**config.mk**
```make
export PLATFORM = sky130hd
export DESIGN_NAME = vga_text_console_flat
export DESIGN_NICKNAME = d
export VERILOG_FILES = /design/src/rtl/vga_console_pkg.sv /design/src/rtl/vga_text_console_if.sv /design/src/rtl/vga_sweep_counter.sv /design/src/rtl/vga_text_console.sv /design/src/flat_wrapper.sv
export SDC_FILE = /design/constraint.sdc
export NUM_CORES = 1
export LEC_CHECK = 0
export BUFFER_PORTS_ARGS = -buffer_cell sky130_fd_sc_hd__buf_2
export CAP_MARGIN = 20
export CORE_UTILIZATION = 23
export CTS_CLUSTER_SIZE = 40
export DETAILED_ROUTE_END_ITERATION = 8
export PLACE_DENSITY = 0.44
export SYNTH_ARGS = -nofsm -noshare
export SYNTH_HDL_FRONTEND = slang
export SYNTH_HIERARCHICAL = 1
export SYNTH_SLANG_ARGS = --single-unit
export TNS_END_PERCENT = 5
```
**constraint.sdc**
```tcl
create_clock -name clk -period 3.8 [get_ports clk]
set_input_delay 0.19 -clock clk [delete_from_list [all_inputs] [get_ports clk]]
set_output_delay 0.19 -clock clk [all_outputs]
set_load 0.05 [all_outputs]
```
**src/rtl/vga_console_pkg.sv**
```systemverilog
// Shared definitions for the text console: control codes, FSM encoding, char classifier.
// Latency: n/a (declarations only).
// Backpressure: n/a.
package vga_console_pkg;

    localparam logic [7:0] CC_BS    = 8'h08;
    localparam logic [7:0] CC_LF    = 8'h0A;
    localparam logic [7:0] CC_FF    = 8'h0C;
    localparam logic [7:0] CC_CR    = 8'h0D;
    localparam logic [7:0] CC_SPACE = 8'h20;
    localparam logic [7:0] CC_DEL   = 8'h7F;

    typedef enum logic [1:0] {
        ST_IDLE    = 2'd0,
        ST_CLEAR   = 2'd1,
        ST_CLRLINE = 2'd2
    } state_t;

    // Glyph codes are everything except the C0 control block and DEL.
    function automatic logic is_printable(input logic [7:0] c);
        return (c >= CC_SPACE) && (c != CC_DEL);
    endfunction

endpackage

```
**src/rtl/vga_text_console_if.sv**
```systemverilog
// Bundles the character input stream (valid/ready) and the VRAM write port.
// Latency: n/a (wires only).
// Backpressure: in_ready from the console gates the producer; the VRAM port has none.
// master = producer/observer side, slave = console side.
interface vga_text_console_if #(
    parameter int ADDR_W = 12,
    parameter int ATTR_W = 8
);
    logic              in_valid;
    logic              in_ready;
    logic [7:0]        in_char;
    logic [ATTR_W-1:0] in_attr;
    logic              vga_we;
    logic [ADDR_W-1:0] vga_addr;
    logic [ATTR_W+7:0] vga_data;

    modport master (
        output in_valid, in_char, in_attr,
        input  in_ready, vga_we, vga_addr, vga_data
    );

    modport slave (
        input  in_valid, in_char, in_attr,
        output in_ready, vga_we, vga_addr, vga_data
    );
endinterface

```
**src/rtl/vga_sweep_counter.sv**
```systemverilog
// Emits len ascending addresses from start_addr, one per cycle, for blanking sweeps.
// Latency: first address presented combinationally in the start cycle; done flags the last one.
// Backpressure: none; start is ignored while a sweep is active.
// Ports: clk/rst, start + start_addr + len in; addr/valid/done/active out.
module vga_sweep_counter #(
    parameter int ADDR_W = 12
) (
    input  logic              clk,
    input  logic              rst,
    input  logic              start,
    input  logic [ADDR_W-1:0] start_addr,
    input  logic [ADDR_W:0]   len,
    output logic [ADDR_W-1:0] addr,
    output logic              valid,
    output logic              done,
    output logic              active
);
    localparam logic [ADDR_W-1:0] ADDR_ONE = ADDR_W'(1);
    localparam logic [ADDR_W:0]   LEN_ONE  = (ADDR_W+1)'(1);

    logic              active_q, active_d;
    logic [ADDR_W-1:0] cur_q, cur_d;
    logic [ADDR_W:0]   rem_q, rem_d;
    logic [ADDR_W:0]   rem_sel;

    // The start cycle already issues start_addr so the owner FSM loses no cycle.
    always_comb begin
        valid    = active_q | start;
        addr     = active_q ? cur_q : start_addr;
        rem_sel  = active_q ? rem_q : len;
        done     = valid && (rem_sel == LEN_ONE);
        active_d = valid && !done;
        cur_d    = addr + ADDR_ONE;
        rem_d    = rem_sel - LEN_ONE;
        active   = active_q;
    end

    always_ff @(posedge clk) begin
        if (rst) begin
            active_q <= 1'b0;
            cur_q    <= '0;
            rem_q    <= '0;
        end else begin
            active_q <= active_d;
            cur_q    <= cur_d;
            rem_q    <= rem_d;
        end
    end
endmodule

```
**src/rtl/vga_text_console.sv**
```systemverilog
// Terminal-style writer: character stream -> VRAM writes with cursor, wrap, CR/LF/BS/FF.
// Latency: char accepted at cycle N drives vga_we/addr/data at N+1 for one cycle.
// Backpressure: in_ready only in IDLE; low for the whole clear/line-clear sweep.
// Ports: clk/rst, bus (slave: in_* stream, vga_* write port), cursor_col/row, busy.
module vga_text_console
    import vga_console_pkg::*;
#(
    parameter int              COLS         = 80,
    parameter int              ROWS         = 30,
    parameter int              ADDR_W       = 12,
    parameter int              ATTR_W       = 8,
    parameter logic [ATTR_W-1:0] DEFAULT_ATTR = 'h07,
    parameter bit              CLEAR_ON_RST = 1'b1
) (
    input  logic                     clk,
    input  logic                     rst,
    vga_text_console_if.slave        bus,
    output logic [$clog2(COLS)-1:0]  cursor_col,
    output logic [$clog2(ROWS)-1:0]  cursor_row,
    output logic                     busy
);
    localparam int CW = $clog2(COLS);
    localparam int RW = $clog2(ROWS);

    localparam logic [ADDR_W-1:0] COLS_A     = ADDR_W'(COLS);
    localparam logic [ADDR_W-1:0] ADDR_ONE   = ADDR_W'(1);
    localparam logic [ADDR_W:0]   SCREEN_LEN = (ADDR_W+1)'(COLS * ROWS);
    localparam logic [ADDR_W:0]   LINE_LEN   = (ADDR_W+1)'(COLS);
    localparam logic [CW-1:0]     COL_MAX    = CW'(COLS - 1);
    localparam logic [RW-1:0]     ROW_MAX    = RW'(ROWS - 1);
    localparam logic [ATTR_W+7:0] BLANK      = {DEFAULT_ATTR, CC_SPACE};

    state_t              state_q, state_d;
    logic [CW-1:0]       col_q, col_d;
    logic [RW-1:0]       row_q, row_d;
    logic [ADDR_W-1:0]   rb_q, rb_d;        // row_q * COLS, tracked incrementally
    logic                we_q, we_d;
    logic [ADDR_W-1:0]   addr_q, addr_d;
    logic [ATTR_W+7:0]   data_q, data_d;

    logic                in_ready;
    logic                accept;
    logic [RW-1:0]       step_row;
    logic [ADDR_W-1:0]   step_rb;
    logic                step_wrap;

    logic                sw_start;
    logic [ADDR_W-1:0]   sw_start_addr;
    logic [ADDR_W:0]     sw_len;
    logic [ADDR_W-1:0]   sw_addr;
    logic                sw_valid;
    logic                sw_done;
    logic                sw_active;

    vga_sweep_counter #(.ADDR_W(ADDR_W)) u_sweep (
        .clk        (clk),
        .rst        (rst),
        .start      (sw_start),
        .start_addr (sw_start_addr),
        .len        (sw_len),
        .addr       (sw_addr),
        .valid      (sw_valid),
        .done       (sw_done),
        .active     (sw_active)
    );

    // Gated by rst so nothing is taken in the reset cycle, even with CLEAR_ON_RST=0.
    assign in_ready     = (state_q == ST_IDLE) && !rst;
    assign accept       = bus.in_valid && in_ready;
    assign bus.in_ready = in_ready;
    assign bus.vga_we   = we_q;
    assign bus.vga_addr = addr_q;
    assign bus.vga_data = data_q;
    assign cursor_col   = col_q;
    assign cursor_row   = row_q;
    assign busy         = (state_q != ST_IDLE);

    always_comb begin
        state_d       = state_q;
        col_d         = col_q;
        row_d         = row_q;
        rb_d          = rb_q;
        we_d          = 1'b0;
        addr_d        = addr_q;
        data_d        = data_q;
        sw_start      = 1'b0;
        sw_start_addr = rb_q;
        sw_len        = LINE_LEN;

        // Shared "move to next row" outcome for LF and end-of-line wrap.
        if (row_q == ROW_MAX) begin
            step_row  = '0;
            step_rb   = '0;
            step_wrap = 1'b1;
        end else begin
            step_row  = row_q + RW'(1);
            step_rb   = rb_q + COLS_A;
            step_wrap = 1'b0;
        end

        case (state_q)
            ST_IDLE: begin
                if (accept) begin
                    if (is_printable(bus.in_char)) begin
                        we_d   = 1'b1;
                        addr_d = rb_q + ADDR_W'(col_q);
                        data_d = {bus.in_attr, bus.in_char};
                        if (col_q == COL_MAX) begin
                            col_d = '0;
                            row_d = step_row;
                            rb_d  = step_rb;
                            if (step_wrap) state_d = ST_CLRLINE;
                        end else begin
                            col_d = col_q + CW'(1);
                        end
                    end else begin
                        case (bus.in_char)
                            CC_CR: col_d = '0;
                            CC_LF: begin
                                col_d = '0;
                                row_d = step_row;
                                rb_d  = step_rb;
                                if (step_wrap) state_d = ST_CLRLINE;
                            end
                            CC_BS: begin
                                if (col_q != '0) begin
                                    col_d  = col_q - CW'(1);
                                    we_d   = 1'b1;
                                    addr_d = rb_q + ADDR_W'(col_q) - ADDR_ONE;
                                    data_d = BLANK;
                                end else if (row_q != '0) begin
                                    // Last cell of the previous row is rb_q - 1.
                                    col_d  = COL_MAX;
                                    row_d  = row_q - RW'(1);
                                    rb_d   = rb_q - COLS_A;
                                    we_d   = 1'b1;
                                    addr_d = rb_q - ADDR_ONE;
                                    data_d = BLANK;
                                end
                            end
                            CC_FF:   state_d = ST_CLEAR;
                            default: ;
                        endcase
                    end
                end
            end

            ST_CLEAR: begin
                sw_start_addr = '0;
                sw_len        = SCREEN_LEN;
                sw_start      = !sw_active;
                if (sw_valid) begin
                    we_d   = 1'b1;
                    addr_d = sw_addr;
                    data_d = BLANK;
                end
                if (sw_done) begin
                    state_d = ST_IDLE;
                    col_d   = '0;
                    row_d   = '0;
                    rb_d    = '0;
                end
            end

            ST_CLRLINE: begin
                // rb_q already points at the row the cursor moved onto.
                sw_start = !sw_active;
                if (sw_valid) begin
                    we_d   = 1'b1;
                    addr_d = sw_addr;
                    data_d = BLANK;
                end
                if (sw_done) state_d = ST_IDLE;
            end

            default: state_d = ST_IDLE;
        endcase
    end

    always_ff @(posedge clk) begin
        if (rst) begin
            state_q <= CLEAR_ON_RST ? ST_CLEAR : ST_IDLE;
            col_q   <= '0;
            row_q   <= '0;
            rb_q    <= '0;
            we_q    <= 1'b0;
            addr_q  <= '0;
            data_q  <= '0;
        end else begin
            state_q <= state_d;
            col_q   <= col_d;
            row_q   <= row_d;
            rb_q    <= rb_d;
            we_q    <= we_d;
            addr_q  <= addr_d;
            data_q  <= data_d;
        end
    end
endmodule
```
**src/flat_wrapper.sv**
```systemverilog
// flat-port wrapper written by rule: the top's interface ports become plain ports
module vga_text_console_flat import vga_console_pkg::*;
#(
    parameter int              COLS         = 80,
    parameter int              ROWS         = 30,
    parameter int              ADDR_W       = 12,
    parameter int              ATTR_W       = 8,
    parameter logic [ATTR_W-1:0] DEFAULT_ATTR = 'h07,
    parameter bit              CLEAR_ON_RST = 1'b1
)
  (clk, rst, cursor_col, cursor_row, busy, bus_in_valid, bus_in_char, bus_in_attr, bus_in_ready, bus_vga_we, bus_vga_addr, bus_vga_data);
  vga_text_console_if #(.ADDR_W(ADDR_W), .ATTR_W(ATTR_W)) bus_i ();
  input  logic clk;
  input  logic rst;
  output logic [$clog2(COLS)-1:0] cursor_col;
  output logic [$clog2(ROWS)-1:0] cursor_row;
  output logic busy;
  input wire logic [$bits(bus_i.in_valid)-1:0] bus_in_valid;
  input wire logic [$bits(bus_i.in_char)-1:0] bus_in_char;
  input wire logic [$bits(bus_i.in_attr)-1:0] bus_in_attr;
  output wire logic [$bits(bus_i.in_ready)-1:0] bus_in_ready;
  output wire logic [$bits(bus_i.vga_we)-1:0] bus_vga_we;
  output wire logic [$bits(bus_i.vga_addr)-1:0] bus_vga_addr;
  output wire logic [$bits(bus_i.vga_data)-1:0] bus_vga_data;
  assign bus_i.in_valid = bus_in_valid;
  assign bus_i.in_char = bus_in_char;
  assign bus_i.in_attr = bus_in_attr;
  assign bus_in_ready = bus_i.in_ready;
  assign bus_vga_we = bus_i.vga_we;
  assign bus_vga_addr = bus_i.vga_addr;
  assign bus_vga_data = bus_i.vga_data;
  vga_text_console #(.COLS(COLS), .ROWS(ROWS), .ADDR_W(ADDR_W), .ATTR_W(ATTR_W), .DEFAULT_ATTR(DEFAULT_ATTR), .CLEAR_ON_RST(CLEAR_ON_RST)) u_core (.clk(clk), .rst(rst), .bus(bus_i), .cursor_col(cursor_col), .cursor_row(cursor_row), .busy(busy));
endmodule
```
==> results by group <==
Layout
  – Commonest non-fill, non-tap cell in the layout: nor2_1
  – Most frequent cells in the layout: nor2_1 (84), dfxtp_1 (80), a21oi_1 (63)
  – Share of layout cells above drive strength 1: 17.9%
  – Final instance area: 7010 sq um
  – Antenna cells: 0
  – Final net count: 870
  – Synthesis-to-layout area growth: 14.6%

Clock network
  – Resize count post-CTS: 0
  – CTS buffer count: 9
  – Clock Path Buffers: 2
  – CTS root buffer: clkbuf_16
  – CTS tree: yes
  – H-tree Lvls: 3
  – Setup Fix Bufs, Post-CTS: 0
  – Clk pin slew, worst setup/hold paths: 0.07 ns
  – Worst-Skew Late Latency: 0.35 ns
  – CTS sink cnt: 81
  – Cts hold-fix bufs: 0

Drt
  – WL/cell: 16.4 microns
  – Initial detailed-routing violation count: 361
  – Via-per-instance ratio: 4.99
  – Total wire length: 19200 microns
  – Drt drc: 0
  – Pre-antenna DRT Iters: 4
  – DRT antenna net count: 0
  – Total vias in the final route: 5826

Power and ir drop
  – PwrDens: 332 nW/um^2
  – Cell Int Power: 1570 uW
  – Sequential Power Share: 40.0%
  – Sw Ratio: 32.8%
  – Peak VDD IR: 0.200 mV
  – Pleak: 0.00278 uW
  – Logic pwr share: 19.8%
  – Clock network power share: 40.2%
  – NetSw: 763 uW

Global route
  – Largest net degree at the start of global routing: 74
  – Initial antenna violation count: 0
  – Number of global-route vias before repair: 5420
  – First-pass GRT wire length: 30800 microns
  – Overflow after GRT: 0
  – GRT Util Overall: 14.4%

Timing
  – Slew headroom: 34.0%
  – Layout Skew: 0.00649 ns
  – Period Utilization, post-route: 86.3%
  – Final hold violation count: 0
  – Final Setup Violations: 0
  – RSZ-0062 raised after global routing: no
  – Final count of pins violating max slew: 0
  – Max frequency: 305 MHz
  – Setup_tns: 0 ns
  – Slew @ Worst Pin: 0.980 ns
  – Min cycle time layout: 3.28 ns

Critical path
  – Arrival @ worst endpoint: 3.54 ns
  – CP Launch Type: register
  – Slowest stage delay, CP: 0.41 ns
  – CP max FO: 10
  – Delay-heaviest family, CP: compound AO/OA/AOI/OAI gates
  – Crit path kind: register to register
  – Endpoint class of the critical path: register
  – CP max stage cell: fa_1
  – Cells along the critical path: ha_1 -> fa_1 -> a211oi_1 -> or2_2 -> o311ai_2 -> nor3_1 -> o21ai_0 -> nor3_2 -> mux2_4 -> o41ai_2
  – Critical Path RT: 4.06 ns
  – Worst Path Buf+Inv: 0

Run
  – Max-cap check violation count: 0

Logic synthesis
  – Syn avg cell area: 7.93 sq um
  – Sequential area share after synthesis: 26.5%
  – Main synth FF type: dfxtp_1
  – Syn Inst Count: 771
  – Synth warn: 6
  – Async set-reset flop share out of synthesis: 0%
  – Distinct cells, synth: 99
  – Mapped Area: 6110 sq um
  – Synth Register Bits: 81
  – Post-synth EDFFs: 0

Place
  – Area after DPL: 6700 sq um
  – Port bufs: 61
  – Post-DP HPWL: 14200 microns
  – GPL Wtd Cong: 0.802

Die
  – Number of cell rows: 59
  – IO Pins: 62
  – DIE AREA: 27200 sq um
  – Die Wd: 165 microns
  – Die Height: 165 microns
  – Core area: 26100 sq um
  – Initial core utilization: 23.5%

Run status
  – Status: finished, final reports clean

Min path
  – Worst Hold Class: input pin to register
[worst paths after layout]
| path | from | endpoint | slack, ns | cells past startpoint |
|---|---|---|---|---|
| max | u_core/cursor_col[0] | u_core/bus.vga_addr[11] | 0.52 | 10 |
| min | bus_in_attr[5] | u_core/bus.vga_data[13] | 0.09 | 3 |
| max reg2reg | u_core/cursor_col[0] | u_core/bus.vga_addr[11] | 0.52 | 10 |
| min reg2reg | u_core/bus.vga_data[15] | u_core/bus.vga_data[15] | 0.45 | 2 |
[worst register-to-register path, stage by stage (launching register included)]
cell and delay, ns:
dfxtp_1 0.40, ha_1 0.27, fa_1 0.41, a211oi_1 0.40
or2_2 0.24, o311ai_2 0.15, nor3_1 0.36, o21ai_0 0.18
nor3_2 0.23, mux2_4 0.32, o41ai_2 0.25
[synthesized netlist by cell type (7+ instances only)]
| master | instances | area (sq um) |
|---|---|---|
| clkbuf_1 | 26 | 97.6 |
| inv_1 | 26 | 97.6 |
| nor3b_1 | 7 | 52.6 |
| o22ai_1 | 10 | 62.6 |
| mux2i_1 | 21 | 210 |
| buf_2 | 10 | 50.1 |
| o21ai_0 | 29 | 145 |
| dfxtp_1 | 81 | 1620 |
| nor2b_1 | 13 | 81.3 |
| xor2_1 | 9 | 78.8 |
| and2_1 | 9 | 56.3 |
| nor4_1 | 12 | 75.1 |
| a21oi_1 | 63 | 315 |
| and3_1 | 12 | 75.1 |
| nor2_1 | 84 | 315 |
| xnor2_1 | 9 | 78.8 |
| mux2_2 | 13 | 146 |
| a22oi_1 | 7 | 52.6 |
| nand3_1 | 30 | 150 |
| nand2_1 | 46 | 173 |
| a221oi_1 | 7 | 61.3 |
| or3_1 | 7 | 43.8 |
| or2_2 | 7 | 43.8 |
| nor3_1 | 44 | 220 |
| ha_1 | 22 | 275 |
| a211oi_1 | 17 | 128 |
[final cells by class]
| class | count | area [sq um] |
|---|---|---|
| Clock buffer | 10 | 239 |
| Clock inverter | 6 | 72.6 |
| Fill cell | 2893 | 19000 |
| Inverter | 26 | 97.6 |
| Multi-Input combinational cell | 632 | 4130 |
| Sequential cell | 81 | 1620 |
| Tap cell | 335 | 419 |
| Timing Repair Buffer | 78 | 433 |
[per-stage QoR]
stage	total power (uW)	utilization, %	setup WS [ns]	hold WS [ns]	instances
final	2330	26.9	0.519	0.0895	1168
after detailed placement	1420	25.7	0.539	0.440	1152
after global placement	1420	25.7	0.591	0.438	1152
after global routing	2430	26.9	0.105	0.0848	1168
after CTS	2370	26.9	0.520	0.0725	1168
after floorplan	1310	-	0.215	0.342	791
[routing by layer]
metal | GRT usage, % | up-vias | routed length, microns
li1 | - | 2958 | -
met1 | 20.2 | 2771 | 9690
met2 | 23.0 | 81 | 8850
met3 | 1.52 | 16 | 421
met4 | 4.42 | 0 | 248
met5 | 0 | - | 0
[cells by family after synthesis]
logic type	synth area share [%]
DFF	26.5
buffers and inverters	7.24
other	0.123
and+or+nand+nor	27.2
muxes	6.08
adders and majority gates	4.83
xor gates and xnor gates	2.84
AOI/OAI and AO/OA	25.1
[power groups by stage]
stage / Sequential [uW] / Clock, uW / Combinational [uW]
6_report: 931 / 936 / 461
4_1_cts: 932 / 969 / 467
2_1_floorplan: 1020 / 0 / 288
3_3_place_gp: 952 / 0 / 465
3_5_place_dp: 952 / 0 / 465
5_1_grt: 938 / 990 / 505
[flip-flops by register name (all words and copies together) (netlist names)]
signal,cells
u_core/bus.vga_data,16
u_core/u_sweep/rem_q,13
u_core/bus.vga_addr,12
u_core/rb_q,12
u_core/u_sweep/cur_q,12
u_core/cursor_col,7
u_core/cursor_row,5
u_core/state_q,2
u_core/bus.vga_we,1
u_core/u_sweep/active,1
Power figures use the tool's default switching activity.
